File: src/rtl/uart_dtp_tx.sv
// Byte-at-a-time UART transmitter: latches a byte on the TX_RDY_T/TX_RDY_R
// handshake and shifts it out as start, 8 data LSB-first, optional parity, stop(s).
module uart_dtp_tx #(
    parameter int CLK_FREQ  = 50_000_000,
    parameter int BAUD      = 115200,
    parameter int PARITY    = 0,
    parameter int STOP_BITS = 1
) (
    input  logic       CLK,
    input  logic       RST,
    input  logic       TX_RDY_T,
    input  logic [7:0] TX_DATA_T,
    output logic       TX_RDY_R,
    output logic       TXD,
    output logic       BUSY
);
    localparam int DIV = CLK_FREQ / BAUD;
    localparam int CW  = (DIV > 1) ? $clog2(DIV) : 1;

    typedef enum logic [2:0] {IDLE, START, DATA, PAR, STOP} state_t;

    state_t        state, state_nxt;
    logic [CW-1:0] baud_ct, baud_nxt;
    logic [2:0]    bit_ct, bit_nxt;
    logic [7:0]    shadow, shadow_nxt;
    logic          txd_nxt, rdy_nxt, busy_nxt;
    logic          tick, last_stop, accept;

    assign tick      = (baud_ct == CW'(DIV - 1));
    assign last_stop = (bit_ct == 3'(STOP_BITS - 1));
    // A new byte is taken in IDLE or on the very last clock of the final stop bit.
    assign accept    = TX_RDY_T && ((state == IDLE) || (state == STOP && tick && last_stop));

    always_ff @(posedge CLK or posedge RST) begin
        if (RST) begin
            state    <= IDLE;
            baud_ct  <= '0;
            bit_ct   <= '0;
            shadow   <= '0;
            TXD      <= 1'b1;
            TX_RDY_R <= 1'b0;
            BUSY     <= 1'b0;
        end else begin
            state    <= state_nxt;
            baud_ct  <= baud_nxt;
            bit_ct   <= bit_nxt;
            shadow   <= shadow_nxt;
            TXD      <= txd_nxt;
            TX_RDY_R <= rdy_nxt;
            BUSY     <= busy_nxt;
        end
    end

    always_comb begin
        state_nxt = state;
        case (state)
            IDLE:  if (accept) state_nxt = START;
            START: if (tick) state_nxt = DATA;
            DATA:  if (tick && bit_ct == 3'd7) state_nxt = (PARITY != 0) ? PAR : STOP;
            PAR:   if (tick) state_nxt = STOP;
            STOP:  if (tick && last_stop) state_nxt = accept ? START : IDLE;
            default: state_nxt = IDLE;
        endcase
    end

    // TXD is computed from the next state so the registered line changes on the
    // same edge as the state it represents.
    always_comb begin
        baud_nxt   = (state == IDLE || tick) ? '0 : baud_ct + 1'b1;
        bit_nxt    = (state_nxt != state) ? 3'd0 : (tick ? bit_ct + 3'd1 : bit_ct);
        shadow_nxt = accept ? TX_DATA_T : shadow;
        rdy_nxt    = accept;
        busy_nxt   = (state_nxt != IDLE);
        case (state_nxt)
            START:   txd_nxt = 1'b0;
            DATA:    txd_nxt = shadow_nxt[bit_nxt];
            PAR:     txd_nxt = (PARITY == 2) ? ~(^shadow) : ^shadow;
            default: txd_nxt = 1'b1;
        endcase
    end
endmodule

File: config.mk
export PLATFORM = sky130hd
export DESIGN_NAME = uart_dtp_tx
export DESIGN_NICKNAME = d
export VERILOG_FILES = /design/src/rtl/uart_dtp_tx.sv
export SDC_FILE = /design/constraint.sdc
export NUM_CORES = 1
export LEC_CHECK = 0
export ABC_AREA = 1
export ABC_CLOCK_PERIOD_IN_PS = 2500
export CAP_MARGIN = 10
export CELL_PAD_IN_SITES_DETAIL_PLACEMENT = 1
export CELL_PAD_IN_SITES_GLOBAL_PLACEMENT = 2
export CORE_MARGIN = 2
export CORE_UTILIZATION = 37
export CTS_CLUSTER_DIAMETER = 30
export DETAILED_ROUTE_END_ITERATION = 7
export DONT_BUFFER_PORTS = 1
export PLACE_DENSITY_LB_ADDON = 0.1
export SLEW_MARGIN = 10
export SYNTH_ARGS = -nofsm -noshare
export SYNTH_HDL_FRONTEND = slang
export SYNTH_SLANG_ARGS = --single-unit
File: constraint.sdc
create_clock -name CLK -period 2.5 [get_ports CLK]
set_input_delay 0.375 -clock CLK [delete_from_list [all_inputs] [get_ports CLK]]
set_output_delay 0.375 -clock CLK [all_outputs]
set_load 0.03 [all_outputs]
==> summary.txt <==
Run status
  • Status: finished clean

Placement
  • Buffers on Ports: 0
  • Placed inst area: roughly 1600 um^2
  • Place WS: 0.404 ns
  • DP HPWL: between 2000 and 3000 um
  • Final Wtd Congestion: between 0.7 and 0.8

Critical path
  • CP dominant cell by count: nand2_1
  • R2r startpoint: baud_ct[1]$_DFF_PP0_
  • Worst EP arrival: around 2.3 ns
  • R2R depth: 13
  • Slowest stage delay, CP: about 0.46 ns
  • Nature of the critical path startpoint: flop
  • CP Max Fanout: 8
  • FF-to-FF End: TXD$_DFF_PP1_
  • Crit Path Class: reg2reg
  • Worst-path cell chain: inv_1 -> ha_1 -> nand2_1 -> nor2_2 -> nand2_4 -> xor2_1 -> nand3_4 -> nand2_1 -> nand3_1 -> nand2_1 -> nand2_1 -> nand3_1 -> nand3_1
  • Slowest cell on the critical path: xor2_1
  • R2r setup slk: about 0.45 ns
  • Worst path required time: ~2.7 ns
  • Worst Setup End Kind: flop

Logic synthesis
  • Post-synth EDFFs: 0
  • Flops & latches, synth: 26
  • Mapped Area: between 1000 and 1500 um^2
  • Syn Nets: 195
  • Seq/Total Area, Yosys: approximately 44%
  • Yosys warns: 0
  • Post-synth ARST share: between 90% and 100%
  • Main synth FF type: dfrtp_1
  • Synth Area per Inst: about 8.3 um^2
  • Post-Synthesis Cells: approximately 180
  • Yosys cell types: 31

Routing
  • Via density: a little under 5
  • Detailed-route via count: approximately 1100
  • Routed WL: between 3000 and 4000 um
  • Remaining antenna violation count: 0
  • Drc violations: 0
  • First DRT Iteration DRCs: 34
  • Post-DR wirelength/cell: roughly 14 um
  • DRT Pass-1 Iters: 4

STA
  • RSZ-0062 raised after global routing: no
  • Min cycle time layout: 2.05 ns
  • Skew final: ~0.0046 ns
  • Final hold vios: 0
  • Slew Viols, Final: 0
  • Slew margin rel.: ~54%
  • Hold WS: ~0.24 ns
  • Tcrit/Tclk final: between 80% and 90%
  • Sum Neg Setup Slack: 0 ns
  • Worst setup margin: between 0.4 and 0.5 ns
  • F_max: between 400 and 500 MHz
  • Setup violations, final: 0
  • Worst slew pin tran: a little under 0.7 ns

GRT
  • Gr usage total: around 17%
  • Initial antenna violation count: 0
  • Largest net degree at the start of global routing: 26
  • First-pass GRT wire length: approximately 5800 um
  • Vias in the first global route: ~1200
  • Total global routing overflow: 0

Run
  • Max_cap viols: 0

Cells and area
  • Number of diodes: 0
  • # fillers: roughly 480
  • # nets final: between 200 and 250
  • Commonest non-fill, non-tap cell in the layout: nand2_1
  • Fraction of layout cells with a size suffix above 1: ~15%
  • Most frequent cells in the layout: nand2_1 (45), dfrtp_1 (25), inv_1 (22), nor2_1 (14), nand3_1 (9)
  • Layout area overhead: 10.1%
  • Area of the multi-input gates: roughly 730 um^2
  • Final instance area: approximately 1600 um^2
  • Flip-flop and latch area: ~650 um^2

Clock network
  • Clk Latency, worst-skew pair: roughly 0.27 ns
  • Number of gates resized after cts: 0
  • H-tree depth: 1
  • CTS tree: built
  • Num CTS Buffers: 3
  • Clock Pin Slew Worst Setup and Hold Paths: around 0.10 ns
  • Root buffer cell: clkbuf_8
  • Sink Count: 26
  • Clock Tree Buf Depth: 2

Worst hold path
  • WHS Endpoint: shadow[1]$_DFF_PP0_
  • Worst hold path depth: 2
  • Hold Crit Class: in2reg
  • Hold path startpoint: TX_DATA_T[1]

Power and ir drop
  • Reg power frac: around 45%
  • Internal power: approximately 0.88 mW
  • Leakage: approximately 0.84 nW
  • Clock Power Share: 27.7%
  • Max VDD drop: between 0.0002 and 0.0003 V
  • Comb pwr share: between 20 and 30%
  • Switching pwr: about 0.40 mW
  • Switching part of the total: 31.4%
  • Power Density: roughly 780 nW/um^2

Die
  • Core area: just under 4000 um^2
  • Chip width: between 60 and 70 um
  • Die H: a little under 70 um
  • Io pins: 14
  • DIE AREA: 4560 um^2
  • Num rows: 23
  • Initial Utilization: about 38%
what timing repair did:
action | 4_1_cts | 5_1_grt
hold buffers | 1 | 0
hold endpoints to repair | 1 | 0
setup buffers | 0 | 0
area by class of cell:
type                            instances  share of cell area, %
Multi-Input combinational cell        126                   44.6
Sequential cell                        26                   39.6
Inverter                               27                   6.54
Tap cell                               50                   3.81
Clock buffer                            3                   2.51
Clock inverter                          1                   1.83
Timing Repair Buffer                    2                   1.07
power groups by stage:
stage | registers [mW] | logic (mW) | clock network [mW]
5_1_grt | 0.596 | 0.398 | 0.384
2_1_floorplan | 0.575 | 0.290 | 0
3_3_place_gp | 0.586 | 0.345 | 0
4_1_cts | 0.583 | 0.356 | 0.371
3_5_place_dp | 0.592 | 0.352 | 0
6_report | 0.581 | 0.349 | 0.356
layer usage:
metal / wire length [um] / up-vias / part of all wire (%) / GRT usage (%)
met4: 22 / 0 / 0.66 / 5.36
li1: - / 581 / - / -
met5: 0 / - / 0 / 0
met1: 1710 / 548 / 52 / 25.3
met2: 1520 / 9 / 46 / 26.2
met3: 66 / 2 / 2.0 / 2.50
Yosys cell counts (all sizes together) (3+ instances only):
cell type | n | area share (%)
xnor2 | 6 | 3.5
nand2 | 53 | 15
nand3 | 11 | 4.9
nor3 | 7 | 2.3
nor3b | 3 | 1.5
a21oi | 4 | 1.3
nand4 | 4 | 1.7
dfrtp | 25 | 42
inv | 25 | 6.3
o21ai | 4 | 1.3
ha | 5 | 4.2
nor2 | 19 | 7.2
worst max-delay path by stage:
stage                    endpoint                  from  slack (ns)  cells past startpoint
floorplan           TXD$_DFF_PP1_  baud_ct[1]$_DFF_PP0_        0.69                     17
global placement    TXD$_DFF_PP1_  baud_ct[1]$_DFF_PP0_        0.42                     13
detailed placement  TXD$_DFF_PP1_  baud_ct[1]$_DFF_PP0_        0.40                     13
CTS                 TXD$_DFF_PP1_  baud_ct[1]$_DFF_PP0_        0.39                     13
global route        TXD$_DFF_PP1_  baud_ct[1]$_DFF_PP0_        0.21                     13
finish              TXD$_DFF_PP1_  baud_ct[1]$_DFF_PP0_        0.45                     13
through the flow:
step	total power, mW	instances	utilization (%)
floorplan	0.865	179	-
global placement	0.932	230	39.6
detailed placement	0.943	230	39.6
CTS	1.31	235	41.7
global route	1.38	235	41.7
finish	1.29	235	41.7
flip-flops by register name (all words and copies together) (netlist names):
name and count:
baud_ct 9, BUSY 1, shadow 8, TX_RDY_R 1
bit_ct 3, TXD 1, state 3
logic make-up (layout without fill, tap and decap cells):
group / Yosys count / in the layout / synth area share (%)
xor+xnor: 8 / 8 / 4.69
flops: 26 / 26 / 43.7
fa+ha+maj: 5 / 5 / 4.19
simple gates: 100 / 100 / 35.1
compound gates: 12 / 12 / 4.44
buf+inv: 27 / 33 / 7.21
mux: 1 / 1 / 0.671
critical path: cells and delay by family (launching register included):
kind | cells | cell delay [ns]
AND/OR/NAND/NOR | 10 | 0.94
XOR/XNOR | 1 | 0.46
flip-flops | 1 | 0.41
adder cells (fa/ha/maj) | 1 | 0.13
buffers and inverters | 1 | 0.06
Note: power is estimated with default switching activity, not from simulation.
